$ cat config.mk
export PLATFORM = sky130hd
export DESIGN_NAME = cpu_move_picker
export DESIGN_NICKNAME = d
export VERILOG_FILES = /design/src/rtl/cpu_move_picker.sv
export SDC_FILE = /design/constraint.sdc
export NUM_CORES = 1
export LEC_CHECK = 0
export BUFFER_PORTS_ARGS = -buffer_cell sky130_fd_sc_hd__buf_4
export CORE_UTILIZATION = 63
export DETAILED_ROUTE_END_ITERATION = 7
export HOLD_SLACK_MARGIN = 0.05
export PLACE_DENSITY = 0.85
export SLEW_MARGIN = 20
export SYNTH_ARGS = -nofsm -noshare
export SYNTH_HDL_FRONTEND = slang
export SYNTH_SLANG_ARGS = --single-unit
$ cat constraint.sdc
create_clock -name clk -period 9.05 [get_ports clk]
set_input_delay 1.81 -clock clk [delete_from_list [all_inputs] [get_ports clk]]
set_output_delay 1.81 -clock clk [all_outputs]
set_load 0.005 [all_outputs]
$ cat src/rtl/cpu_move_picker.sv
// cpu_move_picker
// Computer-opponent move selector for the 5x5 board. Requests two draws from
// the random number generator (row, then column), rejects out-of-range draws
// and occupied cells, and falls back to a linear scan once the retry budget
// is spent. The result is reported with a one-cycle done pulse.
//
// Ports
//   clk         system clock, rising edge
//   reset       asynchronous, active-low
//   start       one-cycle move request, sampled only when idle
//   occupied    board occupancy, bit row*5+col, 1 = taken
//   ran_num     registered output of the random number generator
//   gen_req     numGenerate strobe to the generator
//   busy        high from the cycle after an accepted start through done
//   done        one-cycle result-valid pulse
//   cell_row    chosen row 0-4 (held until the next result)
//   cell_col    chosen column 0-4
//   cell_idx    row*5+col
//   board_full  with done: no free cell existed
//   used_scan   with done: result came from the fallback scan
module cpu_move_picker #(
    parameter int MAX_TRIES = 15,
    parameter int TRY_W     = 4
) (
    input  logic        clk,
    input  logic        reset,
    input  logic        start,
    input  logic [24:0] occupied,
    input  logic [2:0]  ran_num,
    output logic        gen_req,
    output logic        busy,
    output logic        done,
    output logic [2:0]  cell_row,
    output logic [2:0]  cell_col,
    output logic [4:0]  cell_idx,
    output logic        board_full,
    output logic        used_scan
);

    typedef enum logic [2:0] {
        IDLE, REQ_ROW, CAP_ROW, REQ_COL, CAP_COL, CHECK, SCAN, DONE
    } state_t;

    state_t             state_q, state_d;
    logic [24:0]        occ_q, occ_d;
    logic [TRY_W-1:0]   tries_q, tries_d;
    logic [2:0]         row_q, row_d;
    logic [2:0]         col_q, col_d;
    logic               full_q, full_d;
    logic [4:0]         scan_idx_q, scan_idx_d;
    logic [2:0]         scan_row_q, scan_row_d;
    logic [2:0]         scan_col_q, scan_col_d;
    logic               gen_req_q, gen_req_d;
    logic               busy_q, busy_d;
    logic               done_q, done_d;
    logic [2:0]         cell_row_q, cell_row_d;
    logic [2:0]         cell_col_q, cell_col_d;
    logic [4:0]         cell_idx_q, cell_idx_d;
    logic               board_full_q, board_full_d;
    logic               used_scan_q, used_scan_d;

    logic [4:0]         try_idx;
    logic               retry_left;

    // row*5 + col as (row<<2) + row + col; at most 24, fits in 5 bits.
    assign try_idx = {row_q, 2'b00} + {2'b00, row_q} + {2'b00, col_q};

    // The failing attempt is number tries_q+1; another one is allowed only
    // while that stays below the budget.
    assign retry_left = (tries_q < TRY_W'(MAX_TRIES - 1));

    always_comb begin
        // NOTE: every signal gets its hold value first so no path through the
        // case statement leaves one unassigned (which would infer a latch).
        state_d      = state_q;
        occ_d        = occ_q;
        tries_d      = tries_q;
        row_d        = row_q;
        col_d        = col_q;
        full_d       = full_q;
        scan_idx_d   = scan_idx_q;
        scan_row_d   = scan_row_q;
        scan_col_d   = scan_col_q;
        cell_row_d   = cell_row_q;
        cell_col_d   = cell_col_q;
        cell_idx_d   = cell_idx_q;
        board_full_d = board_full_q;
        used_scan_d  = used_scan_q;

        unique case (state_q)
            IDLE: begin
                if (start) begin
                    occ_d        = occupied;
                    tries_d      = '0;
                    board_full_d = 1'b0;
                    used_scan_d  = 1'b0;
                    // A full board takes one pass through CHECK before DONE,
                    // which resolves it without touching the generator.
                    full_d       = &occupied;
                    state_d      = (&occupied) ? CHECK : REQ_ROW;
                end
            end
            REQ_ROW: state_d = CAP_ROW;
            CAP_ROW: begin
                row_d = ran_num;
                if (ran_num > 3'd4) begin
                    tries_d = tries_q + 1'b1;
                    state_d = retry_left ? REQ_ROW : SCAN;
                end else begin
                    state_d = REQ_COL;
                end
            end
            REQ_COL: state_d = CAP_COL;
            CAP_COL: begin
                col_d = ran_num;
                if (ran_num > 3'd4) begin
                    tries_d = tries_q + 1'b1;
                    state_d = retry_left ? REQ_ROW : SCAN;
                end else begin
                    state_d = CHECK;
                end
            end
            CHECK: begin
                if (full_q) begin
                    board_full_d = 1'b1;
                    state_d      = DONE;
                end else if (!occ_q[try_idx]) begin
                    cell_row_d = row_q;
                    cell_col_d = col_q;
                    cell_idx_d = try_idx;
                    state_d    = DONE;
                end else begin
                    tries_d = tries_q + 1'b1;
                    state_d = retry_left ? REQ_ROW : SCAN;
                end
            end
            SCAN: begin
                // Row and column track the index as counters, avoiding a
                // divide-by-5; the walk always ends because a full board
                // never reaches this state.
                if (!occ_q[scan_idx_q]) begin
                    cell_row_d  = scan_row_q;
                    cell_col_d  = scan_col_q;
                    cell_idx_d  = scan_idx_q;
                    used_scan_d = 1'b1;
                    state_d     = DONE;
                end else begin
                    scan_idx_d = scan_idx_q + 5'd1;
                    if (scan_col_q == 3'd4) begin
                        scan_col_d = 3'd0;
                        scan_row_d = scan_row_q + 3'd1;
                    end else begin
                        scan_col_d = scan_col_q + 3'd1;
                    end
                end
            end
            DONE:    state_d = IDLE;
            default: state_d = IDLE;
        endcase

        // Every entry into SCAN starts from cell 0.
        if (state_d == SCAN && state_q != SCAN) begin
            scan_idx_d = '0;
            scan_row_d = '0;
            scan_col_d = '0;
        end

        // Handshake outputs are registered decodes of the next state.
        gen_req_d = (state_d == REQ_ROW) || (state_d == REQ_COL);
        busy_d    = (state_d != IDLE);
        done_d    = (state_d == DONE);
    end

    always_ff @(posedge clk or negedge reset) begin
        if (!reset) begin
            state_q      <= IDLE;
            occ_q        <= '0;
            tries_q      <= '0;
            row_q        <= '0;
            col_q        <= '0;
            full_q       <= 1'b0;
            scan_idx_q   <= '0;
            scan_row_q   <= '0;
            scan_col_q   <= '0;
            gen_req_q    <= 1'b0;
            busy_q       <= 1'b0;
            done_q       <= 1'b0;
            cell_row_q   <= '0;
            cell_col_q   <= '0;
            cell_idx_q   <= '0;
            board_full_q <= 1'b0;
            used_scan_q  <= 1'b0;
        end else begin
            // NOTE: non-blocking assignments so every flop samples the values
            // from before this edge, independent of statement order.
            state_q      <= state_d;
            occ_q        <= occ_d;
            tries_q      <= tries_d;
            row_q        <= row_d;
            col_q        <= col_d;
            full_q       <= full_d;
            scan_idx_q   <= scan_idx_d;
            scan_row_q   <= scan_row_d;
            scan_col_q   <= scan_col_d;
            gen_req_q    <= gen_req_d;
            busy_q       <= busy_d;
            done_q       <= done_d;
            cell_row_q   <= cell_row_d;
            cell_col_q   <= cell_col_d;
            cell_idx_q   <= cell_idx_d;
            board_full_q <= board_full_d;
            used_scan_q  <= used_scan_d;
        end
    end

    assign gen_req    = gen_req_q;
    assign busy       = busy_q;
    assign done       = done_q;
    assign cell_row   = cell_row_q;
    assign cell_col   = cell_col_q;
    assign cell_idx   = cell_idx_q;
    assign board_full = board_full_q;
    assign used_scan  = used_scan_q;

endmodule

==> out/summary.txt, run 1 <==
Placeable core region: 0.005642 mm2
Tmin final: 3.580 ns
Routed vias: 3081
Iteration-0 DRC count of the detailed router: 239
Fin nets: 466
Vias per cell: 6.162
Clock-pin slew reported for the worst setup and hold paths after clock tree synthesis: 0.07 ns
Setup slack on the worst flop-to-flop path: 5.47 ns
Crit-path most repeated cell: fa_1
Detailed Routing Iterations Pass 1: 5
Die ar.: 0.006275 mm2
CTS Buf Count: 9
Post-CTS resize count: 0
Post-Place Worst Slack: 5.525 ns
Number of global-route vias before repair: 2844
Floorplan row count: 27
Relative slew slack: 44.33%
Final Routed Wirelength: 8.582 mm
Post-synth ARST share: 100.0%
Reg2reg path depth: 8
Hold Crit Class: register to register
Post-DR wirelength/cell: 17.16 um
Unrepaired setup endpoints after global routing: false
Setup Total Neg Slack: 0 ns
Most frequently used flop master after synthesis: dfrtp_1
Sequential-to-total area share from yosys stat: 43.97%
Total count of hold-check failures in the final report: 0
FF-to-FF Start: row_q[0]
Slowest Stage Delay on Critical Path: 0.69 ns
Die Height: 79.22 um
Count of pins on the block boundary: 47
Remaining antenna violation count: 0
CTS Root Buffer Type: clkbuf_8
Endpoint type of the worst setup path: register
Worst reg2reg endpoint: cell_row[0]
Count of flip-flops with a built-in enable after synthesis: 0
Required time of the worst setup path: 9.29 ns
Highest-delay cell along the critical path: a31oi_2
Fmax: 279.3 MHz
Area of the mapped netlist: 0.003756 mm2
Maximum fanout encountered on the critical timing path: 11
Critical Path Start: row_q[0]
Slew @ Worst Pin: 0.8351 ns
Power density normalized to cell area: 417.5 mW/mm2
Mapped Cells: 384
Routability-driven placement congestion ratio: 0.8257
Unique cell type count in the Yosys netlist: 52
Signed area change from the synthesized netlist to the final layout: 13.32%
Highest ir drop seen on vdd: 0.2319 mV
Setup Viol. Count Final: 0
Syn avg cell area: 9.782 um2
Wire length of the first global-routing pass: 14.17 mm
Core Util, Final: 75.45%
Effective utilization at floorplan: 66.58%
Largest clock skew in the final design: 0.008585 ns
Cts-stage hold buffer count: 0
Clock Path Buffers: 2
CP Launch Type: register
Count of max-cap constraint violations: 0
Status: finished clean
Clock insertion delay at the later pin of the skew report: 0.35 ns
Final critical-path share of the clock period: 39.56%
Count of unresolved DRC violations after routing: 0
Fraction of final layout cells sized beyond drive strength 1: 24.53%
Post-detailed-placement half-perimeter wirelength: 6.083 mm
Clock Sinks: 66
Initial antenna violation count: 0
Fill cell total of the finished layout: 397
Total global routing overflow: 0
Crit-path cells: fa_1 > fa_1 > nor2_1 > nor4bb_1 > a41o_1 > mux2i_2 > a31oi_2 > mux2_2
Setup Fix Bufs, Post-CTS: 0
Ys Warns: 0
# port buffers: 46
Max H-tree Level: 3
Net count after synthesis: 427
Smallest setup slack after layout: 5.470 ns
Number of max-slew violations in the final report: 0
Largest net degree at the start of global routing: 67
Leakage power total: 2.005 nW
Die Wd: 79.22 um
All-layer global routing usage: 30.30%
Antenna fix cells: 0
TritonCTS clock tree: built
Type of the worst setup path: register to register
Capturing element of the worst setup path: cell_row[0]
Crit path DAT: 3.82 ns
Number of storage elements in the synthesis netlist: 66
## logic make-up after synthesis
family | after synthesis | share of synthesized area [%]
DFF | 66 | 43.97
buffers and inverters | 29 | 3.931
muxes | 49 | 16.49
AOI/OAI and AO/OA | 60 | 10.26
xor gates and xnor gates | 4 | 0.9329
and+or+nand+nor | 164 | 20.02
adders and majority gates | 12 | 4.397
## where the power goes
| part | switching (mW) | internal, mW | total (mW) |
|---|---|---|---|
| registers | 0.151 | 0.431 | 0.582 |
| logic | 0.482 | 0.496 | 0.978 |
| clock network | 0.111 | 0.106 | 0.217 |
## worst max-delay path, delay by kind of cell (launching register included)
kind                       cells  cell delay (ns)
adders and majority gates      2             1.16
AOI/OAI and AO/OA              2             0.84
muxes                          2             0.55
and+or+nand+nor                2             0.46
DFF                            1             0.44
## cell usage in the layout (no fill, tap or decap), types with 7 or more instances in the layout
cell,instances
mux2_2,30
ha_1,10
mux2i_1,11
nand3_1,7
nand2b_1,8
nand2_1,99
dfrtp_1,66
clkbuf_8,10
nor2_1,18
buf_4,48
a21oi_1,16
mux4_2,7
o21ai_0,12
inv_1,9
nand4_1,7
## synth_stat cells (all sizes together), types with 3 or more instances
master,number,share of area [%]
nand3,7,0.93
or2,4,0.67
a211oi,5,1.0
clkbuf,10,1.0
mux4,7,4.2
inv,9,0.90
o22ai,5,0.83
a21oi,16,2.1
nand2,99,9.9
nand2b,8,1.3
nand4,7,1.2
mux2i,12,3.3
nor2,18,1.8
ha,10,3.3
a21o,5,1.0
nor3,3,0.40
buf,10,2.0
nor2b,5,0.83
o21ai,13,1.7
dfrtp,66,44
mux2,30,9.0
o211ai,3,0.60
xnor2,3,0.70
## layer usage
metal  share of wire [%]  track usage (%)
met4                 1.6            9.273
met3                 5.7            8.391
met5                   0                0
met2                  49            46.72
met1                  44            41.70
## metrics by stage
step                      instances  hold WS (ns)  total power [mW]  instance area, um2
after floorplan                 384        0.4552             1.316                3756
after global placement          484        0.4787             1.520                4093
after detailed placement        484        0.4882             1.549                4093
after CTS                       500        0.5076             1.775                4257
after global routing            500        0.5258             1.907                4257
final                           500        0.5037             1.777                4257
## state kept, by name, indices dropped and copies added (netlist names), 3 cells and up
signal and cells:
occ_q 25, scan_idx_q 5, state_q 3, scan_row_q 3, cell_col 3, row_q 3, tries_q 4, cell_idx 5
col_q 3, scan_col_q 3, cell_row 3
## final cells by class
cell class	count	area [um2]	area share, %
multi-input cells	289	1957	45.97
inverters	9	33.78	0.7937
clock buffers	13	148.9	3.498
clock inverters	3	15.01	0.3527
well taps	72	90.09	2.116
repair buffers	48	360.3	8.466
flip-flops and latches	66	1652	38.80
## worst min-delay path by stage
stage / from / end / slack [ns] / depth (start not counted)
floorplan: occ_q[5] / occ_q[5] / 0.46 / 2
global placement: occ_q[11] / occ_q[11] / 0.48 / 2
detailed placement: board_full / board_full / 0.49 / 1
CTS: board_full / board_full / 0.51 / 1
global route: board_full / board_full / 0.53 / 1
finish: board_full / board_full / 0.50 / 1
No activity file was read; power rests on OpenSTA's default activity.
==> inputs of run 2 (changes only) <==
--- a/config.mk
+++ b/config.mk
@@ -5,11 +5,12 @@
 export SDC_FILE = /design/constraint.sdc
 export NUM_CORES = 1
 export LEC_CHECK = 0
+export ABC_AREA = 1
 export BUFFER_PORTS_ARGS = -buffer_cell sky130_fd_sc_hd__buf_4
-export CORE_UTILIZATION = 63
+export CORE_UTILIZATION = 53
 export DETAILED_ROUTE_END_ITERATION = 7
 export HOLD_SLACK_MARGIN = 0.05
-export PLACE_DENSITY = 0.85
+export PLACE_DENSITY = 0.76
 export SLEW_MARGIN = 20
 export SYNTH_ARGS = -nofsm -noshare
 export SYNTH_HDL_FRONTEND = slang
==> constraint.sdc (replaced) <==
create_clock -name clk -period 3 [get_ports clk]
set_input_delay 0.6 -clock clk [delete_from_list [all_inputs] [get_ports clk]]
set_output_delay 0.6 -clock clk [all_outputs]
set_load 0.005 [all_outputs]
==> run 2 against run 1 <==
- fmax up 26%
- utilization fell by 10 points
- critical path type unchanged
- clock skew rose by 0.0011 ns
- count of clock-buffer cells in the layout fell by 4
- global-route usage down 4.3 points
- largest power group unchanged
- largest cell class unchanged
==> out/summary.txt, run 2 <==
Top reg by flops: occ_q
Leakage power total: 2.253 nW (+12%)
Final-layout worst hold slack: 0.3410 ns (-0.1627 ns)
Commonest non-fill, non-tap cell in the layout: nand2_1
TritonCTS clock tree: built
Clock insertion delay at the later pin of the skew report: 0.36 ns (about the same)
Clock-pin slew reported for the worst setup and hold paths after clock tree synthesis: 0.08 ns (about the same)
Setup Viol. Count Final: 0 (unchanged)
Largest register FFs: 25 (unchanged)
Hold Crit Class: input port to asynchronous set/reset pin
# port buffers: 46 (unchanged)
Fmax: 351.8 MHz (+26%)
M1 wire length: 4.075 mm (+8.5%)
Top cells by area in the synthesized netlist: dfrtp_1 44%, nand2_1 19%, nand3_1 6.9%, ha_1 3.3%, inv_1 3.3%
Number of global-route vias before repair: 3124 (+9.8%)
Final design area excluding fillers: 0.004464 mm2 (+4.9%)
Power density normalized to cell area: 1255 mW/mm2 (+200%)
Setup Total Neg Slack: 0 ns (unchanged)
Crit path DAT: 3.09 ns (-0.73 ns)
Simple-gate area share of the yosys netlist: 35.08% (+15 points)
Area of the mapped netlist: 0.003766 mm2 (+0.27%)
Effective utilization at floorplan: 55.13% (-11 points)
Most frequent cells after synthesis: 193 x nand2_1, 66 x dfrtp_1, 52 x nand3_1, 33 x inv_1, 32 x nor2_1
Clock Sinks: 66 (unchanged)
Slew @ Worst Pin: 0.8098 ns (-0.02527 ns)
Reg2reg path depth: 14 (+6)
Portion of netlist area occupied by mux cells: 0% (-16 points)
Worst reg2reg endpoint: scan_idx_q[0]
Fraction of synthesized cell area taken by the top area cell type: 43.85% (-0.12 points)
Final Routed Wirelength: 8.785 mm (+2.4%)
Max H-tree Level: 3 (unchanged)
Largest clock skew in the final design: 0.009672 ns (+0.001087 ns)
Clock Path Buffers: 2 (unchanged)
Cell area reported after detailed placement: 0.004193 mm2 (+2.4%)
Number of placed instances with taps included: 625 (+29%)
Endpoint type of the worst setup path: register
Fraction of final layout cells sized beyond drive strength 1: 20.91% (-3.6 points)
Core Util, Final: 65.35% (-10 points)
Post-DR wirelength/cell: 13.60 um (-21%)
Sequential-to-total area share from yosys stat: 43.85% (-0.12 points)
Setup slack on the worst flop-to-flop path: 0.16 ns (-5.31 ns)
Unique cell type count in the Yosys netlist: 37 (-29%)
Count of unresolved DRC violations after routing: 0 (unchanged)
Vias per cell: 5.327 (-14%)
Die ar.: 0.007447 mm2 (+19%)
Most frequent cell after synthesis: nand2_1
Count of flip-flops with a built-in enable after synthesis: 0 (unchanged)
All-layer global routing usage: 26.01% (-4.3 points)
Count of max-cap constraint violations: 0 (unchanged)
Routability-driven placement congestion ratio: 0.9570 (+16%)
CTS Root Buffer Type: clkbuf_8
Cell Count, Final, Fillers Out: 646 (+29%)
Wire length of the first global-routing pass: 14.84 mm (+4.7%)
Post-synthesis share of cell area spent on xor and xnor gates: 1.395% (+0.46 points)
Post-synth ARST share: 100.0% (unchanged)
Required time of the worst setup path: 3.24 ns (-6.05 ns)
Routed vias: 3441 (+12%)
Signed area change from the synthesized netlist to the final layout: 18.54%
Relative slew slack: 46.01% (+1.7 points)
FF-to-FF Start: row_q[2]
Placeable core region: 0.006832 mm2 (+21%)
Synth Area in Compound Gates: 8.339% (-1.9 points)
Number of storage elements in the synthesis netlist: 66 (unchanged)
Largest net degree at the start of global routing: 67 (unchanged)
Highest routing layer actually used: met4
Net count after synthesis: 534 (+25%)
Syn avg cell area: 7.670 um2 (-22%)
Antenna fix cells: 0 (unchanged)
Ys Warns: 0 (unchanged)
Type of the worst setup path: register to register
Initial antenna violation count: 0 (unchanged)
Floorplan row count: 30 (+11%)
Detailed-routed wire length on met3: 442 um (-9.8%)
Fin nets: 588 (+26%)
Combinational family with the most area after synthesis: simple AND/OR/NAND/NOR gates
Commonest cells after routing, fill and taps aside: 193 x nand2_1, 64 x dfrtp_1, 58 x buf_4
Post-detailed-placement half-perimeter wirelength: 6.304 mm (+3.6%)
Adder and majority gate portion of the synthesized area: 4.385% (-0.012 points)
Final critical-path share of the clock period: 94.75% (+55 points)
Mapped Cells: 491 (+28%)
Total count of hold-check failures in the final report: 0 (unchanged)
Number of max-slew violations in the final report: 0 (unchanged)
Fill cell total of the finished layout: 615 (+55%)
Met2 routed WL: 4.036 mm (-3.9%)
Highest ir drop seen on vdd: 0.5185 mV (+120%)
Die Height: 86.30 um (+8.9%)
Remaining antenna violation count: 0 (unchanged)
Iteration-0 DRC count of the detailed router: 255 (+6.7%)
Count of pins on the block boundary: 47 (unchanged)
Die Wd: 86.30 um (+8.9%)
Detailed Routing Iterations Pass 1: 5 (unchanged)
CP Launch Type: register
CTS Buf Count: 9 (unchanged)
Most frequently used flop master after synthesis: dfrtp_1
Total global routing overflow: 0 (unchanged)
Tmin final: 2.842 ns (-0.7374 ns)
Status: finished clean
Maximum fanout encountered on the critical timing path: 7 (-4)
Biggest area consumer among synthesized cells: dfrtp_1
-- run 2: changes by cell type after synthesis, sizes merged, moves of 12 or more --
cell / delta
mux2: -30
mux2i: -12
nand3: +49
nand2: +101
inv: +29
nor2: +18
-- run 2: worst max-delay path, stage by stage (launching register included) --
cell     delay [ns]
dfrtp_2        0.45
fa_1           0.54
fa_2           0.64
buf_4          0.13
nand3_1        0.08
nand3_2        0.09
a21oi_2        0.07
nand2_4        0.11
nand2_1        0.06
nand2_1        0.08
nand2_2        0.10
nor2_4         0.16
nand2_4        0.09
nand2_1        0.07
nand2_1        0.06
-- run 2: cells by family after synthesis --
family,after synthesis
xor gates and xnor gates,6
and+or+nand+nor,307
buffers and inverters,56
DFF,66
AOI/OAI and AO/OA,44
adders and majority gates,12
-- run 2: layer usage --
metal / vias to the layer above / track usage, %
li1: 1697 / -
met3: 20 / 4.952
met2: 119 / 39.90
met4: 0 / 10.15
met5: - / 0
met1: 1605 / 36.61
-- run 2: area by class of cell --
cell class	count	area, um2	share of cell area, %
clock inverter	7	80.08	1.794
timing repair buffer	59	455.4	10.20
tap	96	120.1	2.691
multi-input combinational	369	1881	42.12
clock buffer	9	123.9	2.775
sequential	66	1654	37.05
inverter	40	150.1	3.363
-- run 2: through the flow --
step	setup slack, ns	total power, mW
5_1_grt	-0.004377	6.101
3_3_place_gp	0.2235	4.497
4_1_cts	0.05164	5.373
2_1_floorplan	0.3678	3.833
6_report	0.1576	5.603
3_5_place_dp	0.08295	4.592
-- run 2: where the power goes --
part           internal [mW]  switching, mW
clock                  0.388          0.375
combinational           1.29           1.91
sequential              1.28          0.367
-- run 2: timing repair --
item                                    CTS  global route
resized for setup                         0             9
setup buffers                             0             5
hold buffers                              0             0
endpoints found under the setup margin    0            26
-- run 2: worst max path at each step --
| stage | startpoint | endpoint | cells past startpoint | slack (ns) |
|---|---|---|---|---|
| 6_report | row_q[2] | scan_idx_q[0] | 14 | 0.16 |
| 5_1_grt | row_q[2] | scan_idx_q[0] | 14 | -0.004 |
| 4_1_cts | row_q[2] | scan_idx_q[0] | 13 | 0.05 |
| 3_5_place_dp | row_q[2] | scan_idx_q[0] | 13 | 0.08 |
| 3_3_place_gp | row_q[0] | scan_idx_q[0] | 13 | 0.22 |
| 2_1_floorplan | row_q[0] | cell_col[0] | 10 | 0.37 |
==> inputs of run 3 (changes only) <==
--- a/config.mk
+++ b/config.mk
@@ -6,7 +6,7 @@
 export NUM_CORES = 1
 export LEC_CHECK = 0
 export ABC_AREA = 1
-export BUFFER_PORTS_ARGS = -buffer_cell sky130_fd_sc_hd__buf_4
+export BUFFER_PORTS_ARGS = -buffer_cell sky130_fd_sc_hd__buf_2
 export CORE_UTILIZATION = 53
 export DETAILED_ROUTE_END_ITERATION = 7
 export HOLD_SLACK_MARGIN = 0.05
==> run 3 against run 2 <==
- combinational power down 6.9%
- sequential power about the same
- final area down 3.6%
- clock skew up 0.0017 ns
==> out/summary.txt, run 3 (same netlist as run 2, synthesis figures left out) <==
Clock-pin slew reported for the worst setup and hold paths after clock tree synthesis: 0.08 ns (about the same)
TritonCTS clock tree: built
CTS Buf Count: 9 (unchanged)
Post-detailed-placement half-perimeter wirelength: 6.459 mm (+2.5%)
Initial antenna violation count: 0 (unchanged)
Tmin final: 2.815 ns (-0.02709 ns)
Top reg by flops: occ_q
CP Launch Type: register
Endpoint type of the worst setup path: register
Detailed Routing Iterations Pass 1: 4 (-1)
Relative slew slack: 53.21% (+7.2 points)
Count of max-cap constraint violations: 0 (unchanged)
Leakage power total: 2.187 nW (-2.9%)
Number of global-route vias before repair: 3270 (+4.7%)
Largest clock skew in the final design: 0.01136 ns (+0.001687 ns)
Clock Path Buffers: 2 (unchanged)
Commonest cells after routing, fill and taps aside: 193 x nand2_1, 65 x dfrtp_1, 52 x nand3_1
Worst reg2reg endpoint: scan_idx_q[1]
Setup Total Neg Slack: 0 ns (unchanged)
Clock Sinks: 66 (unchanged)
Max H-tree Level: 3 (unchanged)
Smallest setup slack after layout: 0.1846 ns (+0.02709 ns)
FF-to-FF Start: col_q[1]
CTS Root Buffer Type: clkbuf_8
Remaining antenna violation count: 0 (unchanged)
Die Wd: 86.30 um (unchanged)
Reg2reg path depth: 14 (unchanged)
Signed area change from the synthesized netlist to the final layout: 14.32%
Setup Viol. Count Final: 0 (unchanged)
Fmax: 355.2 MHz (+0.96%)
Final critical-path share of the clock period: 93.85% (-0.90 points)
Slew @ Worst Pin: 0.7019 ns (-0.1079 ns)
# port buffers: 46 (unchanged)
Unrepaired setup endpoints after global routing: false
Count of pins on the block boundary: 47 (unchanged)
Total count of hold-check failures in the final report: 0 (unchanged)
Antenna fix cells: 0 (unchanged)
Routability-driven placement congestion ratio: 0.9605 (+0.37%)
Fraction of final layout cells sized beyond drive strength 1: 19.27% (-1.6 points)
Largest net degree at the start of global routing: 37 (-45%)
Number of max-slew violations in the final report: 0 (unchanged)
Maximum fanout encountered on the critical timing path: 7 (unchanged)
Commonest non-fill, non-tap cell in the layout: nand2_1
Count of unresolved DRC violations after routing: 0 (unchanged)
Fin nets: 583 (-0.85%)
Total global routing overflow: 0 (unchanged)
Wire length of the first global-routing pass: 15.06 mm (+1.5%)
Final Routed Wirelength: 8.720 mm (-0.74%)
Power density normalized to cell area: 1245 mW/mm2 (-0.76%)
Final-layout worst hold slack: 0.3018 ns (-0.03916 ns)
Vias per cell: 5.251 (-1.4%)
Required time of the worst setup path: 3.23 ns (about the same)
Post-Place Worst Slack: 0.1501 ns (+0.06717 ns)
Clock insertion delay at the later pin of the skew report: 0.35 ns (about the same)
Die ar.: 0.007447 mm2 (unchanged)
Routed vias: 3366 (-2.2%)
Setup Fix Bufs, Post-CTS: 0 (unchanged)
Type of the worst setup path: register to register
Die Height: 86.30 um (unchanged)
Effective utilization at floorplan: 55.13% (unchanged)
Highest ir drop seen on vdd: 0.5697 mV (+9.9%)
Largest register FFs: 25 (unchanged)
Placeable core region: 0.006832 mm2 (unchanged)
Crit path DAT: 3.04 ns (-0.05 ns)
Hold Crit Class: input port to asynchronous set/reset pin
Iteration-0 DRC count of the detailed router: 284 (+11%)
Floorplan row count: 30 (unchanged)
Setup slack on the worst flop-to-flop path: 0.18 ns (+0.03 ns)
Status: finished clean
Post-DR wirelength/cell: 13.60 um (about the same)
All-layer global routing usage: 25.98% (-0.031 points)
run 3: cell types whose count changed in the layout (fill, tap and decap cells not counted), sizes merged:
| cell | before | now |
|---|---|---|
| clkinv | 6 | 4 |
| clkbuf | 9 | 10 |
| clkinvlp | 2 | 3 |
| buf | 59 | 54 |
run 3: worst max path at each step:
stage                     startpoint            end  slack [ns]
after detailed placement    row_q[2]    cell_idx[3]        0.15
final                       col_q[1]  scan_idx_q[1]        0.18
after CTS                   row_q[2]  scan_idx_q[1]        0.10
after global routing        row_q[0]  scan_idx_q[1]       0.009
after global placement      row_q[0]  scan_idx_q[0]        0.21
after floorplan             row_q[0]    cell_col[0]        0.37
run 3: worst max-delay path: stages (launching register included):
cell and delay (ns):
dfrtp_1 0.41, ha_1 0.29, ha_1 0.24, fa_2 0.65
nor2_1 0.06, a21oi_1 0.14, nor2_1 0.08, a21oi_2 0.14
nand2_2 0.13, nand3_2 0.09, nand2_2 0.09, nor2_4 0.15
nand2_4 0.09, nand2_1 0.07, nand2_1 0.06
run 3: report_power, final:
| group | total, mW | switching (mW) | internal, mW |
|---|---|---|---|
| Combinational | 2.97 | 1.85 | 1.12 |
| Sequential | 1.63 | 0.358 | 1.28 |
| Clock | 0.760 | 0.354 | 0.406 |
| Total | 5.36 | 2.56 | 2.80 |
run 3: metal layers:
layer / share of wire (%) / vias up / GRT usage [%] / wire, um
li1: - / 1689 / - / -
met4: 1.9 / 0 / 8.939 / 170
met5: 0 / - / 0 / 0
met1: 45 / 1533 / 35.22 / 3930
met3: 6.7 / 15 / 4.667 / 583
met2: 46 / 129 / 42.21 / 4036
run 3: stage by stage:
stage / util [%] / power, mW / instances / instance area, um2
after CTS: 62.86 / 5.314 / 641 / 4294
after global routing: 63.02 / 5.833 / 641 / 4305
after floorplan: - / 3.833 / 491 / 3766
final: 63.02 / 5.362 / 641 / 4305
after detailed placement: 59.87 / 4.536 / 625 / 4090
after global placement: 59.87 / 4.442 / 625 / 4090
run 3: cell type report:
| class | instances | area [um2] |
|---|---|---|
| Fill cell | 638 | 2526 |
| Clock inverter | 6 | 66.31 |
| Timing Repair Buffer | 54 | 315.3 |
| Inverter | 40 | 150.1 |
| Multi-Input combinational cell | 369 | 1863 |
| Clock buffer | 10 | 137.6 |
| Tap cell | 96 | 120.1 |
| Sequential cell | 66 | 1653 |
run 3: repair_timing:
item,4_1_cts,5_1_grt
hold buffers,0,0
gates resized for setup,0,3
endpoints found under the setup margin,0,26
endpoints found under the hold margin,0,0
